===== config.mk =====
export PLATFORM = sky130hd
export DESIGN_NAME = inst_fetch
export DESIGN_NICKNAME = d
export VERILOG_FILES = /design/src/rtl/fetch_pkg.sv /design/src/rtl/inst_fetch_next_pc.sv /design/src/rtl/inst_fetch.sv
export SDC_FILE = /design/constraint.sdc
export NUM_CORES = 1
export LEC_CHECK = 0
export ABC_AREA = 1
export ABC_CLOCK_PERIOD_IN_PS = 2200
export CAP_MARGIN = 20
export CORE_ASPECT_RATIO = 0.9
export CORE_MARGIN = 2
export CORE_UTILIZATION = 30
export DETAILED_ROUTE_END_ITERATION = 8
export GPL_ROUTABILITY_DRIVEN = 0
export PLACE_DENSITY_LB_ADDON = 0.25
export SLEW_MARGIN = 30
export SYNTH_ARGS = -nofsm -noshare
export SYNTH_HDL_FRONTEND = slang
export SYNTH_SLANG_ARGS = --single-unit

===== constraint.sdc =====
create_clock -name Clk -period 2.2 [get_ports Clk]
set_clock_uncertainty 0.1 [all_clocks]
set_input_delay 0.55 -clock Clk [delete_from_list [all_inputs] [get_ports Clk]]
set_output_delay 0.55 -clock Clk [all_outputs]
set_load 0.005 [all_outputs]

===== src/rtl/fetch_pkg.sv =====
// Shared fetch-stage types and default widths.
// Reused by the ROM and decoder so address widths stay in step.
package fetch_pkg;

    localparam int A  = 10;
    localparam int OW = 6;
    localparam int CW = 16;

    typedef enum logic [1:0] {
        IDLE,
        RUN,
        DONE
    } fetch_state_t;

endpackage


===== src/rtl/inst_fetch_next_pc.sv =====
// Combinational next-PC selection for the fetch stage.
// Priority: stall, halt, absolute branch, relative branch, increment.
module next_pc_logic #(
    parameter int A  = fetch_pkg::A,
    parameter int OW = fetch_pkg::OW
) (
    input  logic [A-1:0]  pc,
    input  logic          stall,
    input  logic          halt,
    input  logic          branch_abs_en,
    input  logic          branch_rel_en,
    input  logic          taken,
    input  logic [A-1:0]  target,
    input  logic [OW-1:0] offset,
    output logic [A-1:0]  next_pc,
    output logic          wrap
);

    logic [A-1:0] off_ext;
    logic [A:0]   inc;

    assign off_ext = A'($signed(offset));
    assign inc     = {1'b0, pc} + (A+1)'(1);

    always_comb begin
        next_pc = pc;
        wrap    = 1'b0;
        if (stall || halt) begin
            next_pc = pc;
        end else if (branch_abs_en && taken) begin
            next_pc = target;
        end else if (branch_rel_en && taken) begin
            // Relative wrap is modulo 2^A and is legal.
            next_pc = pc + off_ext;
        end else begin
            next_pc = inc[A-1:0];
            wrap    = inc[A];
        end
    end

endmodule


===== src/rtl/inst_fetch.sv =====
// Program counter and fetch control: state, PC, sticky wrap
// flag and saturating run-cycle counter.
module inst_fetch
    import fetch_pkg::*;
#(
    parameter int A  = fetch_pkg::A,
    parameter int OW = fetch_pkg::OW,
    parameter int CW = fetch_pkg::CW
) (
    input  logic          Clk,
    input  logic          Reset,
    input  logic          Start,
    input  logic          Stall,
    input  logic          Halt,
    input  logic          BranchAbsEn,
    input  logic          BranchRelEn,
    input  logic          Taken,
    input  logic [A-1:0]  Target,
    input  logic [OW-1:0] Offset,
    output logic [A-1:0]  ProgCtr,
    output logic          FetchValid,
    output logic          Done,
    output logic          WrapErr,
    output logic [CW-1:0] CycleCount
);

    fetch_state_t  state_q, state_d;
    logic [A-1:0]  pc_q, pc_d;
    logic          wrap_q, wrap_d;
    logic [CW-1:0] cnt_q, cnt_d;
    logic [A-1:0]  nxt_pc;
    logic          nxt_wrap;

    next_pc_logic #(
        .A  (A),
        .OW (OW)
    ) u_next_pc (
        .pc            (pc_q),
        .stall         (Stall),
        .halt          (Halt),
        .branch_abs_en (BranchAbsEn),
        .branch_rel_en (BranchRelEn),
        .taken         (Taken),
        .target        (Target),
        .offset        (Offset),
        .next_pc       (nxt_pc),
        .wrap          (nxt_wrap)
    );

    always_comb begin
        state_d = state_q;
        pc_d    = pc_q;
        wrap_d  = wrap_q;
        cnt_d   = cnt_q;
        unique case (state_q)
            IDLE, DONE: begin
                if (Start) begin
                    state_d = RUN;
                    pc_d    = '0;
                    wrap_d  = 1'b0;
                    cnt_d   = '0;
                end
            end
            RUN: begin
                pc_d = nxt_pc;
                if (nxt_wrap) begin
                    wrap_d = 1'b1;
                end
                if (cnt_q != '1) begin
                    cnt_d = cnt_q + CW'(1);
                end
                if (!Stall && Halt) begin
                    state_d = DONE;
                end
            end
            default: begin
                state_d = IDLE;
            end
        endcase
    end

    always_ff @(posedge Clk) begin
        if (Reset) begin
            state_q <= IDLE;
            pc_q    <= '0;
            wrap_q  <= 1'b0;
            cnt_q   <= '0;
        end else begin
            state_q <= state_d;
            pc_q    <= pc_d;
            wrap_q  <= wrap_d;
            cnt_q   <= cnt_d;
        end
    end

    assign ProgCtr    = pc_q;
    assign FetchValid = (state_q == RUN);
    assign Done       = (state_q == DONE);
    assign WrapErr    = wrap_q;
    assign CycleCount = cnt_q;

endmodule


==> PnR_summary.wiki <==
{| class="wikitable"
! Metric !! Value
|-
| Worst setup path startpoint || Offset[2]
|-
| Final wirelength || 6975 um
|-
| Final setup violation count || 0
|-
| Net count, final || 517
|-
| Yosys warnings || 0
|-
| Post-route design area || 0.003357 mm2
|-
| Leak Pwr || 1.472 nW
|-
| Mapped Nets || 437
|-
| Growth of design area from synthesis to finish || 40.03%
|-
| Iteration count of the initial detailed-routing pass || 5
|-
| Worst-path fanout max || 3
|-
| Cell types with the highest counts after synthesis || 117 x sky130_fd_sc_hd__nand2_1, 50 x sky130_fd_sc_hd__nor2_1, 48 x sky130_fd_sc_hd__inv_1, 36 x sky130_fd_sc_hd__nand3_1, 32 x sky130_fd_sc_hd__a21oi_1
|-
| Result of the run || complete, no violations
|-
| Clock Pin Slew Worst Setup and Hold Paths || 0.06 ns
|-
| Setup CP Type || input port to flip-flop
|-
| Fraction of power spent switching nets || 31.20%
|-
| Boundary pin count || 53
|-
| R2R setup slack || 0.22 ns
|-
| Final antenna-violating net count || 0
|-
| Number of violations reported at the end of detailed-routing iteration 0 || 189
|-
| Count of buffers inserted at the top-level ports || 52
|-
| Worst EP required || 2.31 ns
|-
| Number of enable flip-flop cells after synthesis || 0
|-
| Relative contribution of combinational cells to total power || 31.0%
|-
| DP Wirelength || 5420 um
|-
| Height of the die || 88.81 um
|-
| Die Footprint || 0.008723 mm2
|-
| Unrepaired setup endpoints after global routing || no
|-
| Nature of the critical path startpoint || input port
|-
| Placeable core region || 0.007657 mm2
|-
| CP cell instances || clkdlybuf4s50_1 -> ha_1 -> or2_2 -> and2_4 -> nand2_1 -> nand2_1 -> o211ai_1 -> nand2_1 -> a21oi_1
|-
| Pin slew with the least headroom to its limit || 0.4260 ns
|-
| Crit path top cell by count || sky130_fd_sc_hd__nand2_1
|-
| Inst Count DP || 569
|-
| Overall die width || 98.23 um
|-
| Prevailing post-synth register cell || sky130_fd_sc_hd__dfxtp_1
|-
| Number of slew-limit violations in the final report || 0
|-
| Synthesized area || 0.002397 mm2
|-
| Root Buffer || sky130_fd_sc_hd__clkbuf_8
|-
| Sink Count || 29
|-
| Sum of overflow across all layers after global routing || 0
|-
| GR Util All Layers || 15.55%
|-
| MaxCap Viol Count || 0
|-
| Total of flip-flops plus latches after synthesis || 29
|-
| Launch instance of the worst register-to-register path || ProgCtr[0]
|-
| Number of buffer and inverter instances along the worst setup path || 1
|-
| Cell-internal power || 1.017 mW
|-
| Family with the most delay on the worst path || simple AND/OR/NAND/NOR gates
|-
| Count of mapped cells out of synthesis || 401
|-
| Max clock buf depth || 2
|-
| Number of cells on the worst reg-to-reg path || 10
|-
| Max-slew headroom || 71.38%
|-
| Routed wirelength normalized by instance count || 12.09 um
|-
| TritonCTS clock tree || built
|-
| Kind of path behind the tightest hold check || flip-flop to flip-flop
|-
| Standard-cell row count || 30
|-
| Maximum clock frequency || 483.1 MHz
|-
| Min Hold Slack || 0.3979 ns
|-
| Per-cell via count in the routed design || 4.785
|-
| Number of hold buffers added after CTS || 0
|-
| R2R Path End || ProgCtr[2]
|-
| Number of buffers inserted during clock tree synthesis || 5
|-
| Count of non-filler cells in the finished layout || 577
|-
| Element type at the critical path end || flip-flop
|-
| Instance area at placement || 0.003203 mm2
|-
| Post-synth top area share || 24.22%
|-
| Clock period minus worst slack || 2.070 ns
|-
| Clock insertion delay at the later pin of the skew report || 0.27 ns
|-
| H-Tree Level Count || 2
|-
| Cell types with the largest area share after synthesis || sky130_fd_sc_hd__dfxtp_1 24%, sky130_fd_sc_hd__nand2_1 18%, sky130_fd_sc_hd__nor2_1 7.8%, sky130_fd_sc_hd__nand3_1 7.5%, sky130_fd_sc_hd__inv_1 7.5%
|-
| Post-synthesis sequential area ratio || 24.22%
|-
| Ys async rst share || 0%
|-
| Clock group share of total power || 30.3%
|-
| Count of distinct cell types in the synthesized netlist || 34
|-
| Final hold viol count || 0
|-
| Slowest library cell on the worst path || sky130_fd_sc_hd__clkdlybuf4s50_1
|-
| DRC violations left || 0
|-
| Library cell occupying the most area in the post-synthesis netlist || sky130_fd_sc_hd__dfxtp_1
|-
| Share of cells above drive strength 1 || 13.10%
|-
| Mapped Avg Cell Area || 5.978 um2
|-
| Wire length of the first global-routing pass || 11,150 um
|-
| Critical path capture point || ProgCtr[3]
|-
| Worst EP arrival || 2.18 ns
|-
| Number of vias in the routed layout || 2,761
|-
| Maximum number of pins on one net before global-route repair || 17
|-
| Final critical-path share of the clock period || 94.09%
|-
| Antenna violations before repair || 0
|-
| Power density over the cells || 440.4 mW/mm2
|-
| Number of antenna cells inserted || 0
|-
| Relative contribution of sequential cells to total power || 38.7%
|-
| Initial Util || 31.31%
|-
| Largest stage delay, worst path || 0.40 ns
|-
| Net Switching || 461.3 uW
|-
| Final core utilization || 43.84%
|-
| Vias in the first global route || 2,339
|-
| Maximum vdd ir drop || 0.1775 mV
|-
| WP depth || 9
|-
| Library cell with the highest instance count after synthesis || sky130_fd_sc_hd__nand2_1
|}
[registers in the layout, indices dropped and copies added, names as in the netlist]
signal and flops:
CycleCount 16, ProgCtr 10, state_q 2, WrapErr 1
[power by group through the flow]
stage          clock network [mW]  logic [mW]  registers [mW]
4_1_cts                     0.461       0.445           0.570
3_5_place_dp                    0       0.441           0.582
2_1_floorplan                   0       0.244           0.580
3_3_place_gp                    0       0.435           0.583
5_1_grt                     0.478       0.517           0.575
6_report                    0.449       0.458           0.572
[repair_timing]
action                                 in CTS  in global routing
setup endpoints to repair                   1                  7
setup buffers                               0                  1
pin swaps                                   0                  4
resized for setup                           2                 12
endpoints found under the hold margin       0                  0
[cells by family (layout without fill, tap and decap cells)]
group	Yosys count	in the layout	synth area share, %
AOI/OAI and AO/OA	62	62	14.46
adders and majority gates	12	12	6.576
xor gates and xnor gates	7	7	2.557
buffers and inverters	59	139	10.18
DFF	29	29	24.22
and+or+nand+nor	232	232	42.01
[area by class of cell]
type	instances	area, um2
Sequential cell	29	580.6
Clock buffer	7	86.33
Timing Repair Buffer	83	760.7
Inverter	49	183.9
Fill cell	838	4300
Tap cell	96	120.1
Multi-Input combinational cell	313	1625
[worst min path at each step]
stage / cells past startpoint / to / start
floorplan: 2 / CycleCount[14] / CycleCount[14]
global placement: 2 / WrapErr / WrapErr
detailed placement: 2 / WrapErr / WrapErr
CTS: 2 / WrapErr / WrapErr
global route: 2 / CycleCount[14] / CycleCount[14]
finish: 2 / WrapErr / WrapErr
[metal layers]
layer / up-vias / global-route usage [%] / routed length (um)
met2: 79 / 22.48 / 2867
met4: 0 / 2.615 / 26
met3: 2 / 3.160 / 404
met5: - / 0 / 0
met1: 1214 / 24.00 / 3677
li1: 1466 / - / -
[worst register-to-register path, delay by kind of cell, from the launching register on]
kind | cells | cell delay (ns)
AOI/OAI and AO/OA | 3 | 0.45
adders and majority gates | 2 | 0.58
and+or+nand+nor | 1 | 0.03
DFF | 1 | 0.42
buffers and inverters | 4 | 0.33
[metrics by stage]
stage               power, mW  setup slack (ns)  setup TNS, ns
detailed placement      1.023           -0.3163         -2.091
floorplan              0.8237            0.2515              0
global route            1.569           0.01583              0
global placement        1.018           -0.2815         -1.824
finish                  1.478            0.1301              0
CTS                     1.476           0.01660              0
[cell usage in the layout, fill, tap and decap left out, drive strengths merged, types with 4 or more instances in the layout]
cell and n:
xor2 4, inv 49, o211ai 6, nor2 51, or2 5, nor3 7, dfxtp 29, a21oi 32
buf 31, ha 11, o21ai 17, clkdlybuf4s50 49, nand3 37, nand4 9, clkbuf 7, nand2 119
No activity file was read; power rests on OpenSTA's default activity.
